**src/rtl/game_time_pkg.sv**
```systemverilog
`default_nettype none
// +------------------------------------------------------------------------+
// | Package     : game_time_pkg                                            |
// | Description : Game-clock field widths and default wrap limits, shared  |
// |               by the time keeper, display and event scheduler blocks.  |
// | Revision    : 1.0 - initial release                                    |
// +------------------------------------------------------------------------+
package game_time_pkg;

    // Field widths of the game clock
    localparam int unsigned SEC_W        = 6;
    localparam int unsigned MIN_W        = 6;
    localparam int unsigned HOUR_W       = 5;

    // Default last value of each field before it wraps to zero
    localparam int unsigned SEC_MAX_DEF  = 59;
    localparam int unsigned MIN_MAX_DEF  = 59;
    localparam int unsigned HOUR_MAX_DEF = 23;
    localparam int unsigned DAY_W_DEF    = 8;

endpackage : game_time_pkg
`default_nettype wire

```
**src/rtl/wrap_counter.sv**
```systemverilog
`default_nettype none
// +------------------------------------------------------------------------+
// | Module      : wrap_counter                                             |
// | Description : Loadable up-counter that wraps from MAX to zero. 'wrap'  |
// |               is the combinational carry out, high while en is set and |
// |               the counter holds MAX; it feeds the next counter's en.   |
// | Ports       : clk, rst (async, active-high), en (count), load (sync    |
// |               load, has priority over en), load_val, q, wrap.          |
// | Revision    : 1.0 - initial release                                    |
// +------------------------------------------------------------------------+
module wrap_counter #(
    parameter int unsigned W   = 8,
    parameter int unsigned MAX = 255
) (
    input  logic         clk,
    input  logic         rst,
    input  logic         en,
    input  logic         load,
    input  logic [W-1:0] load_val,
    output logic [W-1:0] q,
    output logic         wrap
);

    localparam logic [W-1:0] C_MAX = W'(MAX);
    localparam logic [W-1:0] C_ONE = W'(1);

    logic w_at_max;

    assign w_at_max = (q == C_MAX);
    assign wrap     = en & w_at_max;

    always_ff @(posedge clk or posedge rst) begin
        if (rst) begin
            q <= '0;
        end else if (load) begin
            q <= load_val;
        end else if (en) begin
            q <= w_at_max ? '0 : (q + C_ONE);
        end
    end

endmodule : wrap_counter
`default_nettype wire

```
**src/rtl/game_time_keeper.sv**
```systemverilog
`default_nettype none
// +------------------------------------------------------------------------+
// | Module      : game_time_keeper                                         |
// | Description : Game clock driven by the speed-scaled 'newtime' toggle.  |
// |               Each rising edge of newtime advances one game second;    |
// |               sec/min/hour/day cascade and emit one-cycle roll-over    |
// |               pulses aligned with the updated counter values.          |
// | Ports       : clk, rst (async, active-high), newtime, pause, set_en,   |
// |               set_hour, set_min -> sec, min, hour, day, sec_tick,      |
// |               min_tick, hour_tick, day_tick.                           |
// | Revision    : 1.0 - initial release                                    |
// +------------------------------------------------------------------------+
module game_time_keeper
    import game_time_pkg::*;
#(
    parameter int unsigned SEC_MAX  = SEC_MAX_DEF,
    parameter int unsigned MIN_MAX  = MIN_MAX_DEF,
    parameter int unsigned HOUR_MAX = HOUR_MAX_DEF,
    parameter int unsigned DAY_W    = DAY_W_DEF
) (
    input  logic              clk,
    input  logic              rst,
    input  logic              newtime,
    input  logic              pause,
    input  logic              set_en,
    input  logic [HOUR_W-1:0] set_hour,
    input  logic [MIN_W-1:0]  set_min,
    output logic [SEC_W-1:0]  sec,
    output logic [MIN_W-1:0]  min,
    output logic [HOUR_W-1:0] hour,
    output logic [DAY_W-1:0]  day,
    output logic              sec_tick,
    output logic              min_tick,
    output logic              hour_tick,
    output logic              day_tick
);

    localparam logic [HOUR_W-1:0] C_HOUR_MAX = HOUR_W'(HOUR_MAX);
    localparam logic [MIN_W-1:0]  C_MIN_MAX  = MIN_W'(MIN_MAX);
    localparam int unsigned       C_DAY_MAX  = (2 ** DAY_W) - 1;

    logic              r_nt_q;
    logic              w_rise;
    logic              w_accept;
    logic [HOUR_W-1:0] w_load_hour;
    logic [MIN_W-1:0]  w_load_min;
    logic              w_sec_wrap;
    logic              w_min_wrap;
    logic              w_hour_wrap;
    logic              w_day_wrap;
    logic              r_sec_tick;
    logic              r_min_tick;
    logic              r_hour_tick;
    logic              r_day_tick;

    // Edge register resets high so a newtime already high at reset release
    // is not mistaken for a rising edge. It tracks newtime even while paused,
    // so edges missed during pause are never replayed afterwards.
    always_ff @(posedge clk or posedge rst) begin
        if (rst) begin
            r_nt_q <= 1'b1;
        end else begin
            r_nt_q <= newtime;
        end
    end

    assign w_rise   = newtime & ~r_nt_q;
    // A load in the same cycle as a rise wins; that second is dropped.
    assign w_accept = w_rise & ~pause & ~set_en;

    assign w_load_hour = (set_hour > C_HOUR_MAX) ? C_HOUR_MAX : set_hour;
    assign w_load_min  = (set_min  > C_MIN_MAX)  ? C_MIN_MAX  : set_min;

    wrap_counter #(.W(SEC_W), .MAX(SEC_MAX)) u_sec (
        .clk      (clk),
        .rst      (rst),
        .en       (w_accept),
        .load     (set_en),
        .load_val ('0),
        .q        (sec),
        .wrap     (w_sec_wrap)
    );

    wrap_counter #(.W(MIN_W), .MAX(MIN_MAX)) u_min (
        .clk      (clk),
        .rst      (rst),
        .en       (w_sec_wrap),
        .load     (set_en),
        .load_val (w_load_min),
        .q        (min),
        .wrap     (w_min_wrap)
    );

    wrap_counter #(.W(HOUR_W), .MAX(HOUR_MAX)) u_hour (
        .clk      (clk),
        .rst      (rst),
        .en       (w_min_wrap),
        .load     (set_en),
        .load_val (w_load_hour),
        .q        (hour),
        .wrap     (w_hour_wrap)
    );

    // Day count is never loaded; its wrap from all-ones is silent.
    wrap_counter #(.W(DAY_W), .MAX(C_DAY_MAX)) u_day (
        .clk      (clk),
        .rst      (rst),
        .en       (w_hour_wrap),
        .load     (1'b0),
        .load_val ('0),
        .q        (day),
        .wrap     (w_day_wrap)
    );

    // Ticks are registered from the same terms that advance the counters,
    // so each pulse is visible in the cycle the new count appears.
    // w_day_wrap can only be high together with w_hour_wrap, so OR-ing it
    // in leaves day_tick equal to the hour carry.
    always_ff @(posedge clk or posedge rst) begin
        if (rst) begin
            r_sec_tick  <= 1'b0;
            r_min_tick  <= 1'b0;
            r_hour_tick <= 1'b0;
            r_day_tick  <= 1'b0;
        end else begin
            r_sec_tick  <= w_accept;
            r_min_tick  <= w_sec_wrap;
            r_hour_tick <= w_min_wrap;
            r_day_tick  <= w_hour_wrap | w_day_wrap;
        end
    end

    assign sec_tick  = r_sec_tick;
    assign min_tick  = r_min_tick;
    assign hour_tick = r_hour_tick;
    assign day_tick  = r_day_tick;

endmodule : game_time_keeper
`default_nettype wire

```
**config.mk**
```make
export PLATFORM = sky130hd
export DESIGN_NAME = game_time_keeper
export DESIGN_NICKNAME = d
export VERILOG_FILES = /design/src/rtl/game_time_pkg.sv /design/src/rtl/wrap_counter.sv /design/src/rtl/game_time_keeper.sv
export SDC_FILE = /design/constraint.sdc
export NUM_CORES = 1
export LEC_CHECK = 0
export BUFFER_PORTS_ARGS = -buffer_cell sky130_fd_sc_hd__buf_2
export CELL_PAD_IN_SITES_DETAIL_PLACEMENT = 1
export CELL_PAD_IN_SITES_GLOBAL_PLACEMENT = 2
export CORE_ASPECT_RATIO = 1.4
export CORE_UTILIZATION = 28
export DETAILED_ROUTE_END_ITERATION = 6
export PLACE_DENSITY = 0.86
export SLEW_MARGIN = 10
export SYNTH_ARGS = -nofsm -noshare
export SYNTH_HDL_FRONTEND = slang
export SYNTH_SLANG_ARGS = --single-unit
```
**constraint.sdc**
```tcl
create_clock -name clk -period 2.15 [get_ports clk]
set_input_delay 0.43 -clock clk [delete_from_list [all_inputs] [get_ports clk]]
set_output_delay 0.43 -clock clk [all_outputs]
set_load 0.02 [all_outputs]
```
==> results.ini <==
[status]
status = finished clean

[sta]
min_period_over_period_pct = 96.4
slew_headroom_pct = 70.4
setup_ws_ns = 0.0776
period_needed_ns = 2.07
max_freq_mhz = 483
slew_viol_final = 0
setup_viol = 0
skew_ns = 0.00483
tns_ns = 0
worst_slew_pin_slew_ns = 0.443
hold_violations = 0
hold-worst-slack_ns = 0.219

[layout]
layout.nets = 255
fin_area_mm2 = 0.00212
seqCellArea_um2 = 752
final_cell_mix = buf_2, dfrtp_1, a21oi_1, nand2_1, buf_4
areaGrowthSynthToFinish_pct = 30.2
n_antenna_cell = 0
multiInputGateArea_um2 = 827
nFillCells = 659
drive_gt1_share_pct = 31.9
final_common_cell = buf_2

[clock_network]
cts_tree = built
clk_pin_slew_worst_paths_ns = 0.07
hold_buffers = 0
cts_root_buf = clkbuf_8
post_cts_buffers = 0
numCtsBuffers = 5
cts_max_level = 2
clk_latency_ns = 0.28
ctsResizeCount = 0
cts.sinks = 30
clock_path_buffers = 2

[drt]
wire_per_inst_um = 15.9
via_per_inst = 5.39
first_iter_violations = 47
antenna_left = 0
num_vias = 1633
first_pass_iters = 4
drt_wl_total_mm = 4.81
drcViolationCount = 0

[floorplanning]
initial_core_util_pct = 29.2
die_h_um = 92.1
dieArea_mm2 = 0.00612
rows = 32
coreArea_mm2 = 0.00557
design.portCount = 45
fp.dieW_um = 66.4

[global_routing]
track_usage_pct = 17.0
grt_pass1_vias = 1678
antenna_found_initial = 0
grt_pass1_wl_mm = 7.91
overflow = 0
grt_max_degree = 31

[synthesis]
synth_cells = 172
syn_area_mm2 = 0.00163
yosysWarnings = 0
ys.flop_type = dfrtp_1
ys_types = 41
synth_seq_cells = 30
syn_avg_cell_area_um2 = 9.45
synth_top_area_share_pct = 44.6
synth_edf_count = 0
synthArstFlopShare_pct = 100
yosysTopAreaCell = dfrtp_1
synth_fp_nets = 192
yosysSeqAreaShare_pct = 46.3
synthTopCellsByArea = dfrtp_1, a21oi_1, nand3_1

[placement]
postPlaceCellArea_mm2 = 0.00203
dpl.hpwl_mm = 3.61
portBuffers = 44
place_congestion = 0.796
preCtsSetupSlack_ns = -0.123

[setup_path]
start_kind = register
critPathArrivalTime_ns = 2.24
critical_path_class = reg -> reg
cp_max_fo = 6
required_ns = 2.31
endpoint_kind = register

[worst_hold_path]
hold_path.class = in -> async

[power]
p_leak_nw = 1.02
ir_drop_v = 0.000288
powerDensity_mw_per_mm2 = 595

[job]
maxCapViolations = 0

[final cells by class]
class,count,area share (%)
flip-flops and latches,30,35.5
repair buffers,60,16.1
clock buffers,7,3.61
well taps,68,4.02
multi-input cells,130,39.1
inverters,8,1.66
[synthesized netlist by cell type (2+ instances only)]
cell / number
clkinv_1: 2
clkbuf_1: 3
nand3b_1: 2
o31ai_1: 6
o21ai_0: 11
a21boi_0: 4
nor3_1: 3
dfrtp_1: 29
mux2_4: 2
o41ai_1: 2
or2_2: 2
o22a_1: 3
nand3_1: 13
nor2_1: 9
a21oi_1: 16
a31oi_1: 5
nor3b_1: 2
inv_1: 5
and4_1: 2
ha_1: 4
or3b_2: 2
and3_1: 3
xnor2_1: 3
or3_1: 4
nand2_1: 16
or4_1: 3
nand4_1: 2
[sequential cells by signal, summed over array words and instances, names as in the netlist]
register	flops
day_tick	1
u_sec.q	6
u_min.q	6
sec_tick	1
r_nt_q	1
min_tick	1
hour_tick	1
u_hour.q	5
u_day.q	8
[through the flow]
step	utilization, %	power (mW)	cells
2_1_floorplan	-	0.742	172
3_3_place_gp	36.5	0.830	296
3_5_place_dp	36.5	0.834	296
4_1_cts	37.9	1.27	303
5_1_grt	38.0	1.32	303
6_report	38.0	1.26	303
[layer usage]
layer / part of all wire, % / track usage (%) / wire (µm) / vias up
met5: 0 / 0 / 0 / -
met4: 1.3 / 6.56 / 64 / 0
met3: 4.6 / 2.99 / 219 / 5
met2: 53 / 30.4 / 2540 / 49
met1: 41 / 19.5 / 1980 / 811
li1: - / - / - / 768
[report_power, final]
part | leakage, nW | internal (mW) | switching (mW) | total, mW
Clock | 0.0383 | 0.223 | 0.213 | 0.436
Combinational | 0.591 | 0.0802 | 0.121 | 0.201
Sequential | 0.386 | 0.589 | 0.0321 | 0.621
[critical path, stage by stage (launching register included)]
cell and delay [ns]:
dfstp_2 0.37, or4b_1 0.52, or4_1 0.42, buf_4 0.19, inv_6 0.07, nand2_4 0.07, mux2_4 0.32
[logic make-up (layout without fill, tap and decap cells)]
family	after synthesis	after routing	share of synthesized area (%)
muxes	2	2	1.85
DFF	30	30	46.3
buffers and inverters	12	75	3.31
xor gates and xnor gates	3	3	1.62
AOI/OAI and AO/OA	53	53	20.7
adders and majority gates	4	4	3.08
and+or+nand+nor	68	68	23.2
[final timing paths]
| check | from | endpoint | slack, ns | cells past startpoint |
|---|---|---|---|---|
| max in group asynchronous | rst | r_nt_q | 1.59 | 3 |
| max | r_nt_q | u_day.q[1] | 0.08 | 6 |
| max reg2reg | r_nt_q | u_day.q[1] | 0.08 | 6 |
| min in group clk | newtime | r_nt_q | 0.27 | 1 |
| min | rst | u_min.q[2] | 0.22 | 3 |
| min reg2reg | u_day.q[7] | u_day.q[7] | 0.52 | 1 |
(Power assumes the default switching activity.)
